**src/rtl/fcb_pkg.sv**
```systemverilog
// Shared types and entry-field layout for the FCB write-FIFO dispatcher.
package fcb_pkg;

    typedef enum logic [2:0] {
        S_IDLE = 3'd0,
        S_SFRW = 3'd1,
        S_SFRR = 3'd2,
        S_PUSH = 3'd3,
        S_CFGW = 3'd4
    } fcb_state_e;

    localparam int WFF_RW_BIT   = 39;
    localparam int WFF_ADDR_MSB = 38;
    localparam int WFF_ADDR_LSB = 32;
    localparam int WFF_DATA_MSB = 31;

    // Substituted for SFR read data when the SFR never acknowledges.
    localparam logic [31:0] CRF_TO_PATTERN = 32'hDEAD_BEEF;

endpackage

```
**src/rtl/fcb_wdp_timeout.sv**
```systemverilog
// SFR ack watchdog: down-counter reloaded while idle, terminal count flags expiry.
// Only instantiated when FCB_WDP_SFR_TIMEOUT_EN is defined.
module fcb_wdp_timeout #(
    parameter logic [15:0] TO_CYC = 16'd1024
) (
    input  logic fcb_sys_clk,
    input  logic fcb_sys_rst_n,
    input  logic active,
    output logic expired
);

    localparam logic [15:0] LOAD_VAL = TO_CYC - 16'd1;

    logic [15:0] cnt_q;
    logic [15:0] cnt_d;

    // Reload on every inactive cycle so each SFR access starts a full window.
    always_comb begin
        cnt_d = LOAD_VAL;
        if (active) begin
            cnt_d = (cnt_q != 16'd0) ? cnt_q - 16'd1 : cnt_q;
        end
    end

    always_ff @(posedge fcb_sys_clk or negedge fcb_sys_rst_n) begin
        if (!fcb_sys_rst_n) begin
            cnt_q <= LOAD_VAL;
        end else begin
            cnt_q <= cnt_d;
        end
    end

    assign expired = active && (cnt_q == 16'd0);

endmodule

```
**src/rtl/fcb_wff_dispatch.sv**
```systemverilog
// Consumer of the FCB write FIFO: dispatches entries as SFR write/read or config-datapath write.
// Optional SFR ack timeout enabled by defining FCB_WDP_SFR_TIMEOUT_EN.
//
// state  | meaning
// S_IDLE | waiting for a write-FIFO entry; pops and decodes it
// S_SFRW | SFR write request held until ack
// S_SFRR | SFR read request held until ack
// S_PUSH | read data waiting for room in the Cfg Read FIFO
// S_CFGW | config datapath write waiting for not-busy
module fcb_wff_dispatch
    import fcb_pkg::*;
#(
    parameter logic [6:0]  PAR_CFGDP_ADDR = 7'h20
`ifdef FCB_WDP_SFR_TIMEOUT_EN
   ,parameter logic [15:0] PAR_TO_CYC     = 16'd1024
`endif
) (
    input  logic        fcb_sys_clk,
    input  logic        fcb_sys_rst_n,
    input  logic        frwf_wff_empty,
    input  logic [39:0] frwf_wff_rd_data,
    output logic        fwdp_wff_rd_en,
    input  logic        frwf_crf_full,
    output logic        fwdp_crf_wr_en,
    output logic [31:0] fwdp_crf_wr_data,
    output logic [6:0]  fwdp_sfr_addr,
    output logic        fwdp_sfr_wr_en,
    output logic        fwdp_sfr_rd_en,
    output logic [31:0] fwdp_sfr_wdata,
    input  logic [31:0] fsfr_fwdp_rdata,
    input  logic        fsfr_fwdp_ack,
    output logic        fwdp_cfg_wr_en,
    output logic [31:0] fwdp_cfg_wr_data,
    input  logic        fcfg_fwdp_busy,
    output logic        fwdp_sfr_err
);

    fcb_state_e  state_q, state_d;
    logic [6:0]  addr_q, addr_d;
    logic [31:0] data_q, data_d;
    logic        run_q;
    logic        to_expired;

    logic        ent_rw;
    logic [6:0]  ent_addr;
    logic [31:0] ent_data;

    assign ent_rw   = frwf_wff_rd_data[WFF_RW_BIT];
    assign ent_addr = frwf_wff_rd_data[WFF_ADDR_MSB:WFF_ADDR_LSB];
    assign ent_data = frwf_wff_rd_data[WFF_DATA_MSB:0];

`ifdef FCB_WDP_SFR_TIMEOUT_EN
    logic err_q, err_d;

    fcb_wdp_timeout #(
        .TO_CYC (PAR_TO_CYC)
    ) u_timeout (
        .fcb_sys_clk   (fcb_sys_clk),
        .fcb_sys_rst_n (fcb_sys_rst_n),
        .active        ((state_q == S_SFRW) || (state_q == S_SFRR)),
        .expired       (to_expired)
    );

    always_ff @(posedge fcb_sys_clk or negedge fcb_sys_rst_n) begin
        if (!fcb_sys_rst_n) begin
            err_q <= 1'b0;
        end else begin
            err_q <= err_d;
        end
    end

    assign fwdp_sfr_err = err_q;
`else
    assign to_expired   = 1'b0;
    assign fwdp_sfr_err = 1'b0;
`endif

    always_comb begin
        state_d          = state_q;
        addr_d           = addr_q;
        data_d           = data_q;
        fwdp_wff_rd_en   = 1'b0;
        fwdp_crf_wr_en   = 1'b0;
        fwdp_crf_wr_data = 32'd0;
        fwdp_sfr_addr    = 7'd0;
        fwdp_sfr_wr_en   = 1'b0;
        fwdp_sfr_rd_en   = 1'b0;
        fwdp_sfr_wdata   = 32'd0;
        fwdp_cfg_wr_en   = 1'b0;
        fwdp_cfg_wr_data = 32'd0;
`ifdef FCB_WDP_SFR_TIMEOUT_EN
        err_d            = err_q;
`endif

        case (state_q)
            S_IDLE: begin
                // run_q keeps the pop strobe low while reset is asserted.
                if (run_q && !frwf_wff_empty) begin
                    fwdp_wff_rd_en = 1'b1;
                    addr_d         = ent_addr;
                    data_d         = ent_data;
                    if (ent_rw && (ent_addr == PAR_CFGDP_ADDR)) begin
                        state_d = S_CFGW;
                    end else if (ent_rw) begin
                        state_d = S_SFRW;
                    end else begin
                        state_d = S_SFRR;
                    end
                end
            end

            S_SFRW: begin
                fwdp_sfr_wr_en = 1'b1;
                fwdp_sfr_addr  = addr_q;
                fwdp_sfr_wdata = data_q;
                if (fsfr_fwdp_ack) begin
                    state_d = S_IDLE;
                end else if (to_expired) begin
                    state_d = S_IDLE;
`ifdef FCB_WDP_SFR_TIMEOUT_EN
                    err_d   = 1'b1;
`endif
                end
            end

            S_SFRR: begin
                fwdp_sfr_rd_en = 1'b1;
                fwdp_sfr_addr  = addr_q;
                if (fsfr_fwdp_ack) begin
                    data_d  = fsfr_fwdp_rdata;
                    state_d = S_PUSH;
                end else if (to_expired) begin
                    data_d  = CRF_TO_PATTERN;
                    state_d = S_PUSH;
`ifdef FCB_WDP_SFR_TIMEOUT_EN
                    err_d   = 1'b1;
`endif
                end
            end

            S_PUSH: begin
                if (!frwf_crf_full) begin
                    fwdp_crf_wr_en   = 1'b1;
                    fwdp_crf_wr_data = data_q;
                    state_d          = S_IDLE;
                end
            end

            S_CFGW: begin
                if (!fcfg_fwdp_busy) begin
                    fwdp_cfg_wr_en   = 1'b1;
                    fwdp_cfg_wr_data = data_q;
                    state_d          = S_IDLE;
                end
            end

            default: state_d = S_IDLE;
        endcase
    end

    always_ff @(posedge fcb_sys_clk or negedge fcb_sys_rst_n) begin
        if (!fcb_sys_rst_n) begin
            state_q <= S_IDLE;
            addr_q  <= 7'd0;
            data_q  <= 32'd0;
            run_q   <= 1'b0;
        end else begin
            state_q <= state_d;
            addr_q  <= addr_d;
            data_q  <= data_d;
            run_q   <= 1'b1;
        end
    end

endmodule

```
**config.mk**
```make
export PLATFORM = sky130hd
export DESIGN_NAME = fcb_wff_dispatch
export DESIGN_NICKNAME = d
export VERILOG_FILES = /design/src/rtl/fcb_pkg.sv /design/src/rtl/fcb_wdp_timeout.sv /design/src/rtl/fcb_wff_dispatch.sv
export SDC_FILE = /design/constraint.sdc
export NUM_CORES = 1
export LEC_CHECK = 0
export ABC_AREA = 1
export BUFFER_PORTS_ARGS = -buffer_cell sky130_fd_sc_hd__buf_2
export CORE_MARGIN = 2
export CORE_UTILIZATION = 46
export CTS_CLUSTER_SIZE = 20
export DETAILED_ROUTE_END_ITERATION = 8
export PLACE_DENSITY = 0.91
export SLEW_MARGIN = 10
export SYNTH_ARGS = -nofsm -noshare
export SYNTH_HDL_FRONTEND = slang
export SYNTH_SLANG_ARGS = --single-unit
```
**constraint.sdc**
```tcl
create_clock -name fcb_sys_clk -period 2.29 [get_ports fcb_sys_clk]
set_input_delay 0.229 -clock fcb_sys_clk [delete_from_list [all_inputs] [get_ports fcb_sys_clk]]
set_output_delay 0.229 -clock fcb_sys_clk [all_outputs]
set_load 0.005 [all_outputs]
```
# Word-level counts from Yosys, hierarchy flattened

Cells that the tools add are included.

Reductions and logical operators: 9
Equal/unequal tests: 10
Muxes and demuxes: 25

Operators by type and width:

| kind                                                 | number |
|---|---|
| 2-to-1 mux 32 bit                                    | 7 |
| case mux 32 bit (2 select lines)                     | 1 |
| 2-to-1 mux 3 bit                                     | 6 |
| case mux 3 bit (5 select lines)                      | 1 |
| != test 2 bit (second input constant)                | 5 |
| 2-to-1 mux 1 bit                                     | 8 |
| equality test 7 x 6 -> 1 bit (second input constant) | 1 |
| 2-to-1 mux 7 bit                                     | 1 |
| equality test 3 x 2 -> 1 bit (second input constant) | 2 |
| AND reduction 5 bit                                  | 1 |
| equality test 3 x 1 -> 1 bit (second input constant) | 1 |
| equality test 3 bit (second input constant)          | 1 |
| zero test 3 bit                                      | 1 |
| AND reduction 3 bit                                  | 1 |
| logical AND 1 bit                                    | 2 |
| 2-to-1 mux 2 bit                                     | 1 |
| AND reduction 2 bit                                  | 1 |
| nonzero test 2 bit                                   | 1 |
| OR reduction 2 bit                                   | 1 |
| zero test 1 bit                                      | 1 |

Word-level logic and storage cells: 48
Register bits after elaboration: 43
Bits of input ports: 78

# Longest topological paths before layout

Gate-level depths: netlist of the first run.

Depth after elaboration: 5
Mapped depth: 9
Depth with buffers taken out: 8

# Worst setup path after synthesis of the first run

Ideal clock, no wire load.

Path type: register -> output
Start: reg state_q[2]
End: out fwdp_sfr_addr[0]
Arrival: 1.161 ns
Data required time: 2.061 ns
Setup slack: 0.900 ns
Path buffers: 1
Cell stages (with the launch flop): 9
Cell sequence: dfrtp_1 inv_2 nand2_4 nor2_8 inv_4 buf_4 nand2_1 inv_2 nor2_1

Cells in the longest elaborated chain, start to end: 3
Elaborated cells on any way between the ends: 4
Classes of those cells: eq/ne: 2; mux: 1; reduce/logical: 1

RTL lines:

| what                                                                                | RTL line                | source |
|---|---|---|
| from (decl)                                                                         | fcb_wff_dispatch.sv:38  | `fcb_state_e state_q, state_d;` |
| from (signal assigned)                                                              | fcb_wff_dispatch.sv:168 | `state_q <= state_d;` |
| equality test 3 x 2 -> 1 bit / equality test 3 x 1 -> 1 bit (equally long branches) | fcb_wff_dispatch.sv:95  | `case (state_q)` |
| OR reduction 2 bit (no source line) (*)                                             | -                       |  |
| 2-to-1 mux 7 bit (*)                                                                | fcb_wff_dispatch.sv:95  |  |
| to (decl)                                                                           | fcb_wff_dispatch.sv:26  | `output logic [6:0] fwdp_sfr_addr,` |

Every way passes the cells marked *; elsewhere a longest branch is shown, timed or not.

# Worst setup path after layout of the first run

Start: reg state_q[2]
End: out fwdp_sfr_addr[2]

The elaborated chain is that of the path after synthesis.

==> impl_metrics.ini, run 1 <==
[yosys]
synth_area_um2 = 2930
synthArstFlopShare_pct = 100
yosysTopAreaCellShare_pct = 36.8
ys.flop_type = dfrtp_1
synth.distinct_cells = 23
synthTopCellsByCount = nand2_1, nor2_1, inv_1
synth-edff-count = 0
synth_most_common_cell = nand2_1
synth_area_leader_cell = dfrtp_1
ys_seq_area_share_pct = 36.8
ys_seq_elements = 43
syn_inst = 446
synth.yosys.warnings = 0
avgSynthCellArea_um2 = 6.56
synthesis.nets = 524
synth.area.top_cells = dfrtp_1, nand2_1, nor2_1

[route]
route.detailed.drc = 0
dr.pass1.iters = 4
vias = 3271
wl_um = 8250
routedWlPerCell_um = 11.8
viasPerCell = 4.69
drtAntennaViolNets = 0
drtIter0Drc = 118

[worst_setup_path]
rr_worst_depth = 8
crit_path_end_kind = primary output
crit_path_max_incr_delay_ns = 0.45
critPathKind = flip-flop to primary output
crit_chain = inv_2 -> nand2_4 -> nor2_8 -> inv_4 -> nand2_1 -> inv_2 -> nor2_1 -> buf_2
required_ns = 2.06
cpMostUsedCell = inv_2
critical_path.slowest_cell = dfrtp_1
r2r-start = state_q[0]
crit_arrival_ns = 1.88
timing.rr.end = data_q[22]
r2r_slack_ns = 0.47
cp-start-kind = flip-flop
critPathMaxFanout = 34

[cts]
post_cts_buffers = 0
cts_sinks = 43
cts_buffer_depth = 2
cts_root_buf = clkbuf_8
post_cts_resize_count = 0
clk_pin_slew_worst_paths_ns = 0.08
cts_tree = yes
ctsHoldBuffers = 0
htree_levels = 2
clk_latency_ns = 0.29
cts_buffers = 5

[floorplan]
start_util_pct = 46.9
rows = 29
die_h_um = 83.8
ios = 187
die_area_um2 = 7020
core_area_um2 = 6240
dieWidth_um = 83.8

[finish]
drive_gt1_share_pct = 40.0
utilization_pct = 62.8
stdcell_count = 697
final_nets = 698
antenna_cells = 0
area_delta_synth_final_pct = 33.9
design_area_um2 = 3920

[power_and_ir_drop]
p_switching_w = 0.00191
p_seq_share_pct = 29.6
clkPwrFrac_pct = 13.6
powerDensity_nw_per_um2 = 1060
swShare_pct = 46.2
ir_drop_mv = 0.640
p_leak_nw = 2.46
p_comb_share_pct = 56.8
p_int_w = 0.00223

[timing]
min_period_over_period_pct = 92.0
fmax_mhz = 475
hold_violations = 0
maxSlewHeadroom_pct = 37.1
grt_setup_unrepaired = false
fin_worst_skew_ns = 0.00352
fin_crit_ns = 2.11
setup_viol = 0
worstMarginPinSlew_ns = 0.943
slew_viol_final = 0
timing.setup.tns_ns = 0

[global_route]
grt_max_degree = 49
grt_pass1_vias = 3030
grt_pass1_wl_um = 13500
grt-ovfl-total = 0
antenna_found_initial = 0
grtUsageTotal_pct = 23.2

[placed_design]
hpwl_um = 6220
dp_cells = 690
placed_area_um2 = 3820
portBuffers = 185
gp_congestion = 0.839

[status]
status = finished, final reports clean

[flow_run]
max_cap_violations = 0

[min_path]
hold_class = input port to async pin
==> placed cells by master (no fill, tap or decap), drive strengths merged <==
| cell type | synthesis | layout |
|---|---|---|
| inv | 59 | 59 |
| o21bai | 2 | 2 |
| nand4 | 2 | 2 |
| bufinv | 0 | 1 |
| conb | 2 | 2 |
| o21ai | 39 | 39 |
| nand3 | 6 | 6 |
| nor2 | 113 | 113 |
| a21oi | 1 | 1 |
| nor3 | 1 | 1 |
| nand2 | 155 | 155 |
| buf | 23 | 190 |
| clkbuf | 0 | 6 |
| dfrtp | 43 | 43 |
==> sequential cells by signal, indices dropped and copies added, names as in the netlist <==
signal	cells
data_q	32
addr_q	7
state_q	3
run_q	1
==> routing by layer <==
metal  vias up  part of all wire (%)  global-route usage (%)
met5         -                     0                       0
met4         0                   1.9                    6.01
li1       1655                     -                       -
met2       134                    49                    42.0
met3        15                   7.5                    4.15
met1      1467                    41                    28.5
==> power by group through the flow <==
stage	Combinational, W	Sequential [W]	Clock, W
finish	0.00235	0.00123	0.000563
detailed placement	0.00236	0.00124	0
floorplan	0.00177	0.00121	0
CTS	0.00237	0.00123	0.000582
global placement	0.00228	0.00122	0
global route	0.00267	0.00126	0.000607
==> metrics by stage <==
step	power (W)	setup WS [ns]	hold WS, ns
after global routing	0.00454	0.0498	0.158
final	0.00415	0.183	0.0845
after detailed placement	0.00361	0.492	0.426
after global placement	0.00350	0.553	0.407
after floorplan	0.00298	0.900	-0.0666
after CTS	0.00418	0.191	0.118
==> cell type report <==
type	count	area (um2)
clock buffers	6	72.6
multi-input cells	321	1450
fillers	579	2320
well taps	77	96.3
inverters	59	224
repair buffers	190	976
clock inverters	1	30.0
flip-flops and latches	43	1080
==> cells by family (layout without fill, tap and decap cells) <==
family / count (synthesis) / count (layout) / share of synthesized area [%]
other cells: 2 / 2 / 0.257
buf+inv: 82 / 256 / 13.9
flops: 43 / 43 / 36.8
simple gates: 277 / 277 / 38.9
compound gates: 42 / 42 / 10.2
==> how the worst max path moves through the flow <==
stage          startpoint                to  slack [ns]  depth (start not counted)
6_report       state_q[2]  fwdp_sfr_addr[2]        0.18                          8
5_1_grt        state_q[2]  fwdp_sfr_addr[2]        0.05                          8
4_1_cts        state_q[2]  fwdp_sfr_addr[2]        0.19                          8
3_5_place_dp   state_q[0]        data_q[11]        0.49                          8
3_3_place_gp   state_q[0]        data_q[21]        0.55                          8
2_1_floorplan  state_q[2]  fwdp_sfr_addr[0]        0.90                          8
==> critical path, delay by kind of cell, from the launching register on <==
| kind | cells | cell delay (ns) |
|---|---|---|
| AND/OR/NAND/NOR | 4 | 0.58 |
| flip-flops | 1 | 0.45 |
| buffers and inverters | 4 | 0.54 |
(Power assumes the default switching activity.)
==> inputs of run 2 (changes only) <==
--- a/config.mk
+++ b/config.mk
@@ -7,10 +7,12 @@
 export LEC_CHECK = 0
 export ABC_AREA = 1
 export BUFFER_PORTS_ARGS = -buffer_cell sky130_fd_sc_hd__buf_2
+export CORE_ASPECT_RATIO = 1.1
 export CORE_MARGIN = 2
 export CORE_UTILIZATION = 46
 export CTS_CLUSTER_SIZE = 20
 export DETAILED_ROUTE_END_ITERATION = 8
+export HOLD_SLACK_MARGIN = 0.1
 export PLACE_DENSITY = 0.91
 export SLEW_MARGIN = 10
 export SYNTH_ARGS = -nofsm -noshare
==> impl_metrics.ini, run 2 (synthesis gave the netlist of run 1 again) <==
[floorplan]
rows = 30
die_area_um2 = 7020
die_h_um = 87.7
core_area_um2 = 6160
start_util_pct = 47.5
dieWidth_um = 80.1
ios = 187

[power_and_ir_drop]
p_comb_share_pct = 56.9
p_switching_w = 0.00194
powerDensity_nw_per_um2 = 1060
p_seq_share_pct = 29.0
clkPwrFrac_pct = 14.2
power_w = 0.00422
p_leak_nw = 2.49
ir_drop_mv = 0.823
swShare_pct = 45.9
p_int_w = 0.00228

[global_route]
grt-ovfl-total = 0
grt_pass1_vias = 3058
grtUsageTotal_pct = 23.5
grt_pass1_wl_um = 13000
grt_max_degree = 44
antenna_found_initial = 0

[route]
vias = 3320
dr.pass1.iters = 5
routedWlPerCell_um = 12.4
drtIter0Drc = 149
route.detailed.drc = 0
wl_um = 8780
viasPerCell = 4.70
drtAntennaViolNets = 0

[worst_setup_path]
r2r-start = state_q[0]
critPathMaxFanout = 16
crit_arrival_ns = 1.88
rr_worst_depth = 8
critPathKind = flip-flop to primary output
cp-start-kind = flip-flop
crit_path_end_kind = primary output
critPathLaunch = state_q[0]
required_ns = 2.06

[timing]
timing.setup.tns_ns = 0
hold_violations = 0
fmax_mhz = 474
min_period_over_period_pct = 92.2
fin_worst_skew_ns = 0.0105
grt_setup_unrepaired = false
fin_crit_ns = 2.11
maxSlewHeadroom_pct = 37.7
worstMarginPinSlew_ns = 0.935
slew_viol_final = 0
setup_viol = 0

[finish]
largest_reg_flops = 32
drive_gt1_share_pct = 41.1
top_register = data_q
n_fill_cell = 561
area_delta_synth_final_pct = 36.1
largestRegisters = data_q x32, addr_q x7, state_q x3
antenna_cells = 0
mostFrequentLayoutCells = buf_2, nand2_1, nor2_1
utilization_pct = 64.7
final_nets = 703
final_common_cell = buf_2

[cts]
cts_tree = yes
clk_pin_slew_worst_paths_ns = 0.08
clk_latency_ns = 0.29
htree_levels = 2
cts_sinks = 43
cts_root_buf = clkbuf_8
cts_buffers = 5
cts_buffer_depth = 2
ctsHoldBuffers = 0

[status]
status = finished, final reports clean

[placed_design]
portBuffers = 185
hpwl_um = 6390
gp_congestion = 0.800

[min_path]
hold_class = input port to async pin

[flow_run]
max_cap_violations = 0
==> run 2: cell count changes in the layout (fill, tap and decap cells not counted) <==
cell        previous run  this run
nor2_2                17        18
buf_4                  4         8
clkinv_2               0         1
clkinvlp_4             0         2
clkbuf_8               5         6
nor2_1                95        94
inv_1                 52        51
clkbuf_1               1         0
==> run 2: worst paths after layout <==
path                                       end  slack (ns)
max                        fwdp_cfg_wr_data[3]        0.18
max in group asynchronous            data_q[4]        1.63
min in group fcb_sys_clk             addr_q[5]        0.18
min                                 data_q[24]        0.08
max reg2reg                          data_q[1]        0.50
min reg2reg                          addr_q[6]        0.49
==> run 2: through the flow <==
step	instances	hold WS [ns]	area (um2)	setup WS, ns
2_1_floorplan	446	-0.0666	2930	0.900
3_3_place_gp	694	0.407	3830	0.494
3_5_place_dp	694	0.421	3830	0.365
4_1_cts	702	0.100	3950	0.0216
5_1_grt	706	0.152	3980	0.00895
6_report	706	0.0813	3980	0.178
==> run 2: area by class of cell <==
class	count	area [um2]	share of cell area [%]
flip-flops and latches	43	1080	27.0
clock inverters	2	35.0	0.880
multi-input cells	321	1450	36.3
clock buffers	6	82.6	2.07
repair inverters	1	7.51	0.189
inverters	59	228	5.72
repair buffers	194	1010	25.3
well taps	80	100	2.51
==> run 2: worst max-delay path, cell delays in order, from the launching register on <==
cell	delay, ns
dfrtp_1	0.46
nor2_1	0.15
nand2_1	0.08
nor2_2	0.29
clkinvlp_4	0.14
buf_4	0.22
nor2_1	0.13
buf_2	0.13
==> run 2: per-layer routing <==
| layer | GRT usage (%) | vias up | part of all wire (%) | wire (um) |
|---|---|---|---|---|
| met1 | 24.8 | 1498 | 40 | 3500 |
| met3 | 4.85 | 8 | 6.8 | 600 |
| met5 | 0 | - | 0 | 0 |
| met2 | 46.8 | 147 | 53 | 4610 |
| li1 | - | 1667 | - | - |
| met4 | 6.16 | 0 | 0.72 | 63 |
==> run 2: timing repair <==
| action | 4_1_cts | 5_1_grt |
|---|---|---|
| setup endpoints to repair | 0 | 32 |
| buffers inserted | 0 | 3 |
| resized for setup | 0 | 3 |
==> run 2: power by group through the flow <==
stage	clock network, W	registers [W]	logic, W
final	0.000597	0.00122	0.00240
after global routing	0.000651	0.00126	0.00270
after CTS	0.000615	0.00122	0.00242
after detailed placement	0	0.00124	0.00241
after global placement	0	0.00122	0.00231
after floorplan	0	0.00121	0.00177
